### config.mk
export PLATFORM = sky130hd
export DESIGN_NAME = mem_stage_flat
export DESIGN_NICKNAME = d
export VERILOG_FILES = /design/src/rtl/cpu_types_pkg.sv /design/src/rtl/mem_stage_if.sv /design/src/rtl/mem_stage_link_reg.sv /design/src/rtl/mem_stage.sv /design/src/flat_wrapper.sv
export SDC_FILE = /design/constraint.sdc
export NUM_CORES = 1
export LEC_CHECK = 0
export CAP_MARGIN = 20
export CORE_ASPECT_RATIO = 2
export CORE_UTILIZATION = 44
export DETAILED_ROUTE_END_ITERATION = 8
export MAX_ROUTING_LAYER = met4
export PLACE_DENSITY = 0.85
export SLEW_MARGIN = 20
export SYNTH_ARGS = -nofsm -noshare
export SYNTH_HDL_FRONTEND = slang
export SYNTH_SLANG_ARGS = --single-unit
### constraint.sdc
create_clock -name CLK -period 6.6 [get_ports CLK]
set_input_delay 1.32 -clock CLK [delete_from_list [all_inputs] [get_ports CLK]]
set_output_delay 1.32 -clock CLK [all_outputs]
set_load 0.05 [all_outputs]
### src/rtl/cpu_types_pkg.sv
// Purpose : shared types and constants for the MEM-stage controller.
// Latency : n/a (types only).
// Backpressure: n/a.
package cpu_types_pkg;

  typedef logic [31:0] word_t;

  typedef enum logic [1:0] {
    IDLE = 2'd0,
    REQ  = 2'd1,
    DONE = 2'd2
  } mem_state_t;

  // Value written back to rt by a store-conditional that succeeded.
  localparam word_t SC_SUCCESS = 32'h1;

endpackage

### src/rtl/mem_stage_if.sv
// Purpose : data-cache request/response bus between mem_stage and the cache.
// Latency : n/a (wires only).
// Backpressure: requests are held by the master until the slave raises dhit.
// Ports   : master drives dmemREN/dmemWEN/dmemaddr/dmemstore and receives
//           dhit/dmemload; slave is the mirror image.
interface mem_stage_if #(
  parameter int ADDR_W = 32,
  parameter int DATA_W = 32
);
  logic              dmemREN;
  logic              dmemWEN;
  logic [ADDR_W-1:0] dmemaddr;
  logic [DATA_W-1:0] dmemstore;
  logic              dhit;
  logic [DATA_W-1:0] dmemload;

  modport master (
    output dmemREN, dmemWEN, dmemaddr, dmemstore,
    input  dhit, dmemload
  );

  modport slave (
    input  dmemREN, dmemWEN, dmemaddr, dmemstore,
    output dhit, dmemload
  );
endinterface

### src/rtl/mem_stage_link_reg.sv
// Purpose : LL/SC link register; tracks one linked word and judges SC success.
// Latency : sc_ok is combinational; link state updates on the next CLK edge.
// Backpressure: none; events are sampled every cycle.
// Ports   : ll_done/st_done/sc_done are completion pulses from the MEM FSM,
//           addr is the current effective address, linkinval/snoopaddr come
//           from coherence; link_valid/link_addr/sc_ok are outputs.
module mem_stage_link_reg #(
  parameter int ADDR_W = 32
) (
  input  logic              CLK,
  input  logic              nRST,
  input  logic              ll_done,
  input  logic              st_done,
  input  logic              sc_done,
  input  logic [ADDR_W-1:0] addr,
  input  logic              linkinval,
  input  logic [ADDR_W-1:0] snoopaddr,
  output logic              link_valid,
  output logic [ADDR_W-1:0] link_addr,
  output logic              sc_ok
);

  logic              link_valid_q, link_valid_d;
  logic [ADDR_W-1:0] link_addr_q, link_addr_d;

  // Byte offset bits never participate in a compare.
  function automatic logic same_word(input logic [ADDR_W-1:0] a,
                                     input logic [ADDR_W-1:0] b);
    return (a >> 2) == (b >> 2);
  endfunction

  always_comb begin
    sc_ok = link_valid_q && same_word(link_addr_q, addr) &&
            !(linkinval && same_word(snoopaddr, addr));
  end

  always_comb begin
    link_valid_d = link_valid_q;
    link_addr_d  = link_addr_q;
    if (ll_done) begin
      link_valid_d = 1'b1;
      link_addr_d  = addr;
    end
    if (st_done && same_word(addr, link_addr_q)) link_valid_d = 1'b0;
    if (sc_done) link_valid_d = 1'b0;
    // Compared against the post-update address so an invalidate that lands
    // on the same cycle as the LL completion still kills the new link.
    if (linkinval && same_word(snoopaddr, link_addr_d)) link_valid_d = 1'b0;
  end

  always_ff @(posedge CLK or negedge nRST) begin
    if (!nRST) begin
      link_valid_q <= 1'b0;
      link_addr_q  <= '0;
    end else begin
      link_valid_q <= link_valid_d;
      link_addr_q  <= link_addr_d;
    end
  end

  assign link_valid = link_valid_q;
  assign link_addr  = link_addr_q;

endmodule

### src/rtl/mem_stage.sv
// Purpose : MEM-stage controller: issues data-cache requests, runs LL/SC,
//           presents load/SC result to the MEM/WB latch.
// Latency : request asserts in the same cycle the op arrives; result is
//           visible combinationally on the dhit cycle and held until advance.
// Backpressure: mem_stall holds the upstream pipe while a request awaits dhit.
// Ports   : EX/MEM controls (valid, MemRead, MemWrite, is_ll, is_sc, ALUOut,
//           storedata), advance/flush from hazard logic, linkinval/snoopaddr
//           from coherence, dbus to the cache, memload_out and mem_stall out.
module mem_stage
  import cpu_types_pkg::*;
#(
  parameter int ADDR_W = 32,
  parameter int DATA_W = 32
) (
  input  logic              CLK,
  input  logic              nRST,
  input  logic              valid,
  input  logic              MemRead,
  input  logic              MemWrite,
  input  logic              is_ll,
  input  logic              is_sc,
  input  logic [ADDR_W-1:0] ALUOut,
  input  logic [DATA_W-1:0] storedata,
  input  logic              advance,
  input  logic              flush,
  input  logic              linkinval,
  input  logic [ADDR_W-1:0] snoopaddr,
  mem_stage_if.master       dbus,
  output logic [DATA_W-1:0] memload_out,
  output logic              mem_stall
);

  mem_state_t        state_q, state_d;
  logic [DATA_W-1:0] load_q, load_d;
  logic              mem_op;
  logic              issue;
  logic              done;
  logic              sc_fail;
  logic              sc_ok;
  logic              link_valid;
  logic [ADDR_W-1:0] link_addr;
  logic [DATA_W-1:0] result;

  assign mem_op = valid && (MemRead || MemWrite);
  assign result = is_sc ? DATA_W'(SC_SUCCESS) : dbus.dmemload;

  always_comb begin
    state_d        = state_q;
    load_d         = load_q;
    issue          = 1'b0;
    done           = 1'b0;
    sc_fail        = 1'b0;
    dbus.dmemREN   = 1'b0;
    dbus.dmemWEN   = 1'b0;
    dbus.dmemaddr  = '0;
    dbus.dmemstore = '0;
    memload_out    = '0;
    mem_stall      = 1'b0;

    case (state_q)
      IDLE: begin
        if (mem_op && !flush) begin
          // A doomed SC never touches the cache; it retires with result 0.
          if (is_sc && !sc_ok) begin
            sc_fail = 1'b1;
            load_d  = '0;
            state_d = DONE;
          end else begin
            issue = 1'b1;
          end
        end
      end
      REQ: begin
        if (flush) state_d = IDLE;
        else       issue   = 1'b1;
      end
      DONE: begin
        memload_out = load_q;
        if (flush || advance) state_d = IDLE;
      end
      default: state_d = IDLE;
    endcase

    // The first request cycle happens in IDLE, so IDLE and REQ share this.
    if (issue) begin
      dbus.dmemREN   = MemRead;
      dbus.dmemWEN   = MemWrite;
      dbus.dmemaddr  = ALUOut;
      dbus.dmemstore = storedata;
      mem_stall      = !dbus.dhit;
      if (dbus.dhit) begin
        done        = 1'b1;
        load_d      = result;
        memload_out = result;
        state_d     = DONE;
      end else begin
        state_d     = REQ;
      end
    end

    // Reset must drop the request at once, not at the next edge.
    if (!nRST) begin
      dbus.dmemREN   = 1'b0;
      dbus.dmemWEN   = 1'b0;
      dbus.dmemaddr  = '0;
      dbus.dmemstore = '0;
      memload_out    = '0;
      mem_stall      = 1'b0;
    end
  end

  always_ff @(posedge CLK or negedge nRST) begin
    if (!nRST) begin
      state_q <= IDLE;
      load_q  <= '0;
    end else begin
      state_q <= state_d;
      load_q  <= load_d;
    end
  end

  mem_stage_link_reg #(.ADDR_W(ADDR_W)) u_link (
    .CLK        (CLK),
    .nRST       (nRST),
    .ll_done    (done && is_ll),
    .st_done    (done && MemWrite),
    .sc_done    ((done && is_sc) || sc_fail),
    .addr       (ALUOut),
    .linkinval  (linkinval),
    .snoopaddr  (snoopaddr),
    .link_valid (link_valid),
    .link_addr  (link_addr),
    .sc_ok      (sc_ok)
  );

endmodule

### src/flat_wrapper.sv
// flat-port wrapper written by rule: the top's interface ports become plain ports
module mem_stage_flat import cpu_types_pkg::*;
#(
  parameter int ADDR_W = 32,
  parameter int DATA_W = 32
)
  (CLK, nRST, valid, MemRead, MemWrite, is_ll, is_sc, ALUOut, storedata, advance, flush, linkinval, snoopaddr, memload_out, mem_stall, dbus_dmemREN, dbus_dmemWEN, dbus_dmemaddr, dbus_dmemstore, dbus_dhit, dbus_dmemload);
  mem_stage_if #(.ADDR_W(ADDR_W), .DATA_W(DATA_W)) dbus_i ();
  input  logic CLK;
  input  logic nRST;
  input  logic valid;
  input  logic MemRead;
  input  logic MemWrite;
  input  logic is_ll;
  input  logic is_sc;
  input  logic [ADDR_W-1:0] ALUOut;
  input  logic [DATA_W-1:0] storedata;
  input  logic advance;
  input  logic flush;
  input  logic linkinval;
  input  logic [ADDR_W-1:0] snoopaddr;
  output logic [DATA_W-1:0] memload_out;
  output logic mem_stall;
  output wire logic [$bits(dbus_i.dmemREN)-1:0] dbus_dmemREN;
  output wire logic [$bits(dbus_i.dmemWEN)-1:0] dbus_dmemWEN;
  output wire logic [$bits(dbus_i.dmemaddr)-1:0] dbus_dmemaddr;
  output wire logic [$bits(dbus_i.dmemstore)-1:0] dbus_dmemstore;
  input wire logic [$bits(dbus_i.dhit)-1:0] dbus_dhit;
  input wire logic [$bits(dbus_i.dmemload)-1:0] dbus_dmemload;
  assign dbus_dmemREN = dbus_i.dmemREN;
  assign dbus_dmemWEN = dbus_i.dmemWEN;
  assign dbus_dmemaddr = dbus_i.dmemaddr;
  assign dbus_dmemstore = dbus_i.dmemstore;
  assign dbus_i.dhit = dbus_dhit;
  assign dbus_i.dmemload = dbus_dmemload;
  mem_stage #(.ADDR_W(ADDR_W), .DATA_W(DATA_W)) u_core (.CLK(CLK), .nRST(nRST), .valid(valid), .MemRead(MemRead), .MemWrite(MemWrite), .is_ll(is_ll), .is_sc(is_sc), .ALUOut(ALUOut), .storedata(storedata), .advance(advance), .flush(flush), .linkinval(linkinval), .snoopaddr(snoopaddr), .dbus(dbus_i), .memload_out(memload_out), .mem_stall(mem_stall));
endmodule
==> impl_metrics.py <==
metrics = {
    "setup_path": {
        "r2r-end": "u_core.u_link.link_valid$_DFFE_PN0P_",
        "crit_chain": "clkdlybuf4s50_1 > xor2_1 > nor4_1 > nand4_1 > or3_1 > o21ai_4 > buf_4 > and3_1 > clkdlybuf4s50_1",
        "crit_path_frequent_cell": "clkdlybuf4s50_1",
        "end_kind": "output pin",
        "critPathMaxFanout": 37,
        "path_buf_inv": 3,
        "r2r_start": "u_core.u_link.link_addr[11]$_DFF_PN0_",
        "crit_cells": 9,
        "r2r_cells": 11,
        "rrSetupSlack_ns": 2.71,
        "startpoint": "ALUOut[11]",
        "crit_slowest_cell": "clkdlybuf4s50_1",
        "crit_path_end": "dbus_dmemaddr[23]",
        "startpoint_type": "input port",
        "critPathTopFamily": "buffers and inverters",
        "slowest_delay_ns": 0.82,
        "cp_data_required_time_ns": 5.28,
        "critical_path_class": "input port to output pin",
        "cp.arrival_ns": 4.66,
    },
    "drt": {
        "met1Wirelength_um": 6020,
        "drt_pass1_iterations": 5,
        "wl_met3_um": 940,
        "dr.first_iter.drc_count": 201,
        "wirelength_um": 17100,
        "antenna_left": 0,
        "wl_met2_um": 9400,
        "drcViolationCount": 0,
        "highest_layer": "met4",
        "vias": 4872,
        "viasPerCell": 5.66,
        "wl_per_cell_um": 19.9,
    },
    "cells_and_area": {
        "final_cell_mix": "clkdlybuf4s50_1, and3_1, dfrtp_1",
        "antenna_cells": 0,
        "final_common_cell": "clkdlybuf4s50_1",
        "area_growth_pct": 66.9,
        "drive_gt1_frac": 0.124,
        "instances_no_fill": 861,
        "fillCellCount": 719,
        "nets": 860,
    },
    "clocking": {
        "postCtsSetupBuffers": 0,
        "hold_buffers": 0,
        "clockBufferDepth": 2,
        "cts_max_level": 3,
        "clkTransAtPathRegs_ns": 0.06,
        "cts_repair_resize_count": 0,
        "clockRootBuffer": "clkbuf_16",
        "cts.sinks": 65,
        "numCtsBuffers": 9,
        "cts_tree": "yes",
        "clkLatencyLatePin_ns": 0.33,
    },
    "status": {
        "status": "finished clean",
    },
    "die": {
        "io_pins": 238,
        "die_height_um": 147,
        "die_area_um2": 11000,
        "core_area_um2": 10100,
        "die_width_um": 74.5,
        "num_rows": 52,
        "start_util": 0.456,
    },
    "sta": {
        "totalNegativeSetupSlack_ns": 0,
        "clock.fmax_mhz": 167,
        "holdWs_ns": 0.494,
        "skew_ns": 0.00806,
        "slew_violations": 0,
        "worst_slew_pin_slew_ns": 0.950,
        "finalCritPeriodShare": 0.907,
        "period_needed_ns": 5.98,
        "slew_headroom": 0.366,
        "setup_viol_count_final": 0,
        "hold_viol_final": 0,
        "rsz0062_at_grt": "no",
    },
    "min_path": {
        "min_path_type": "flop to flop",
    },
    "logic_synthesis": {
        "synth_edf_count": 0,
        "postSynthCellCount": 502,
        "synth-seq-cells": 65,
        "ys.flop_type": "dfrtp_1",
        "netlist_area_um2": 4630,
        "ys_warn_count": 0,
        "yosysSeqAreaShare": 0.351,
        "async_reset_ff_frac": 1.00,
        "synthesis.nets": 641,
        "avgSynthCellArea_um2": 9.22,
        "synth.distinct_cells": 44,
    },
    "global_routing": {
        "grt_pass1_wl_um": 25900,
        "grt_max_degree": 116,
        "grt_pass1_vias": 5013,
        "grt_overflow": 0,
        "antenna_found_initial": 0,
        "grt_usage": 0.324,
    },
    "power_and_ir_drop": {
        "peakVddDrop_mv": 0.194,
        "powerDensity_nw_per_um2": 247,
        "power.leakage_nw": 3.37,
    },
    "placed_design": {
        "gp_congestion": 0.957,
        "port_buffers": 235,
        "place_hpwl_um": 13400,
        "dp_cells": 845,
    },
    "flow_run": {
        "maxCapViolCount": 0,
    },
}
## per-layer routing
metal	track usage	up-vias
met5	-	-
met4	0.155	0
met3	0.0652	53
met2	0.556	196
met1	0.343	2362
li1	-	2261
## report_power, final
part           switching (mW)  internal [mW]  leakage (nW)
logic                   0.380          0.353          2.36
clock network           0.191          0.335         0.157
registers               0.120          0.528         0.852
## final cells by class
class | count | area, um2 | share of cell area
Inverter | 19 | 71.3 | 0.00923
Clock buffer | 9 | 225 | 0.0292
Clock inverter | 7 | 103 | 0.0133
Sequential cell | 65 | 1630 | 0.211
Timing Repair Buffer | 244 | 2740 | 0.354
Tap cell | 135 | 169 | 0.0219
Multi-Input combinational cell | 382 | 2790 | 0.362
## worst min path at each step
stage | slack (ns) | start | depth (start not counted) | end
2_1_floorplan | 0.45 | u_core.load_q[0]$_DFF_PN0_ | 1 | u_core.load_q[0]$_DFF_PN0_
3_3_place_gp | 0.46 | u_core.load_q[0]$_DFF_PN0_ | 1 | u_core.load_q[0]$_DFF_PN0_
3_5_place_dp | 0.47 | u_core.load_q[0]$_DFF_PN0_ | 1 | u_core.load_q[0]$_DFF_PN0_
4_1_cts | 0.50 | u_core.load_q[0]$_DFF_PN0_ | 1 | u_core.load_q[0]$_DFF_PN0_
5_1_grt | 0.50 | u_core.load_q[0]$_DFF_PN0_ | 1 | u_core.load_q[0]$_DFF_PN0_
6_report | 0.49 | u_core.load_q[0]$_DFF_PN0_ | 1 | u_core.load_q[0]$_DFF_PN0_
## sequential cells by signal, indices dropped and copies added, names as in the netlist
name                      count
u_core.load_q                32
u_core.u_link.link_valid      1
u_core.state_q                2
u_core.u_link.link_addr      30
## synth_stat cells (all sizes together), types with 14 or more instances
master	n	area, um2
nor4	14	93.8
o21ai	15	78.8
nor2b	35	219
a22o	32	280
mux2	22	248
xnor2	30	263
and3	68	425
xor2	43	377
clkbuf	29	109
inv	19	71.3
dfrtp	65	1630
nor2	15	72.6
a22oi	32	240
## cells by family (layout without fill, tap and decap cells)
logic type / after synthesis / in the layout / share of synthesized area
xor gates and xnor gates: 73 / 73 / 0.138
DFF: 65 / 65 / 0.351
buffers and inverters: 55 / 279 / 0.0500
muxes: 22 / 22 / 0.0535
and+or+nand+nor: 181 / 181 / 0.234
AOI/OAI and AO/OA: 106 / 106 / 0.173
## per-stage QoR
step	area [um2]	power [mW]	utilization	worst slack (ns)
2_1_floorplan	4630	1.06	-	1.28
4_1_cts	7720	1.91	0.761	0.627
3_3_place_gp	7400	1.35	0.729	0.716
6_report	7720	1.91	0.761	0.615
5_1_grt	7720	1.99	0.761	0.437
3_5_place_dp	7400	1.37	0.729	0.643
(Power assumes the default switching activity.)
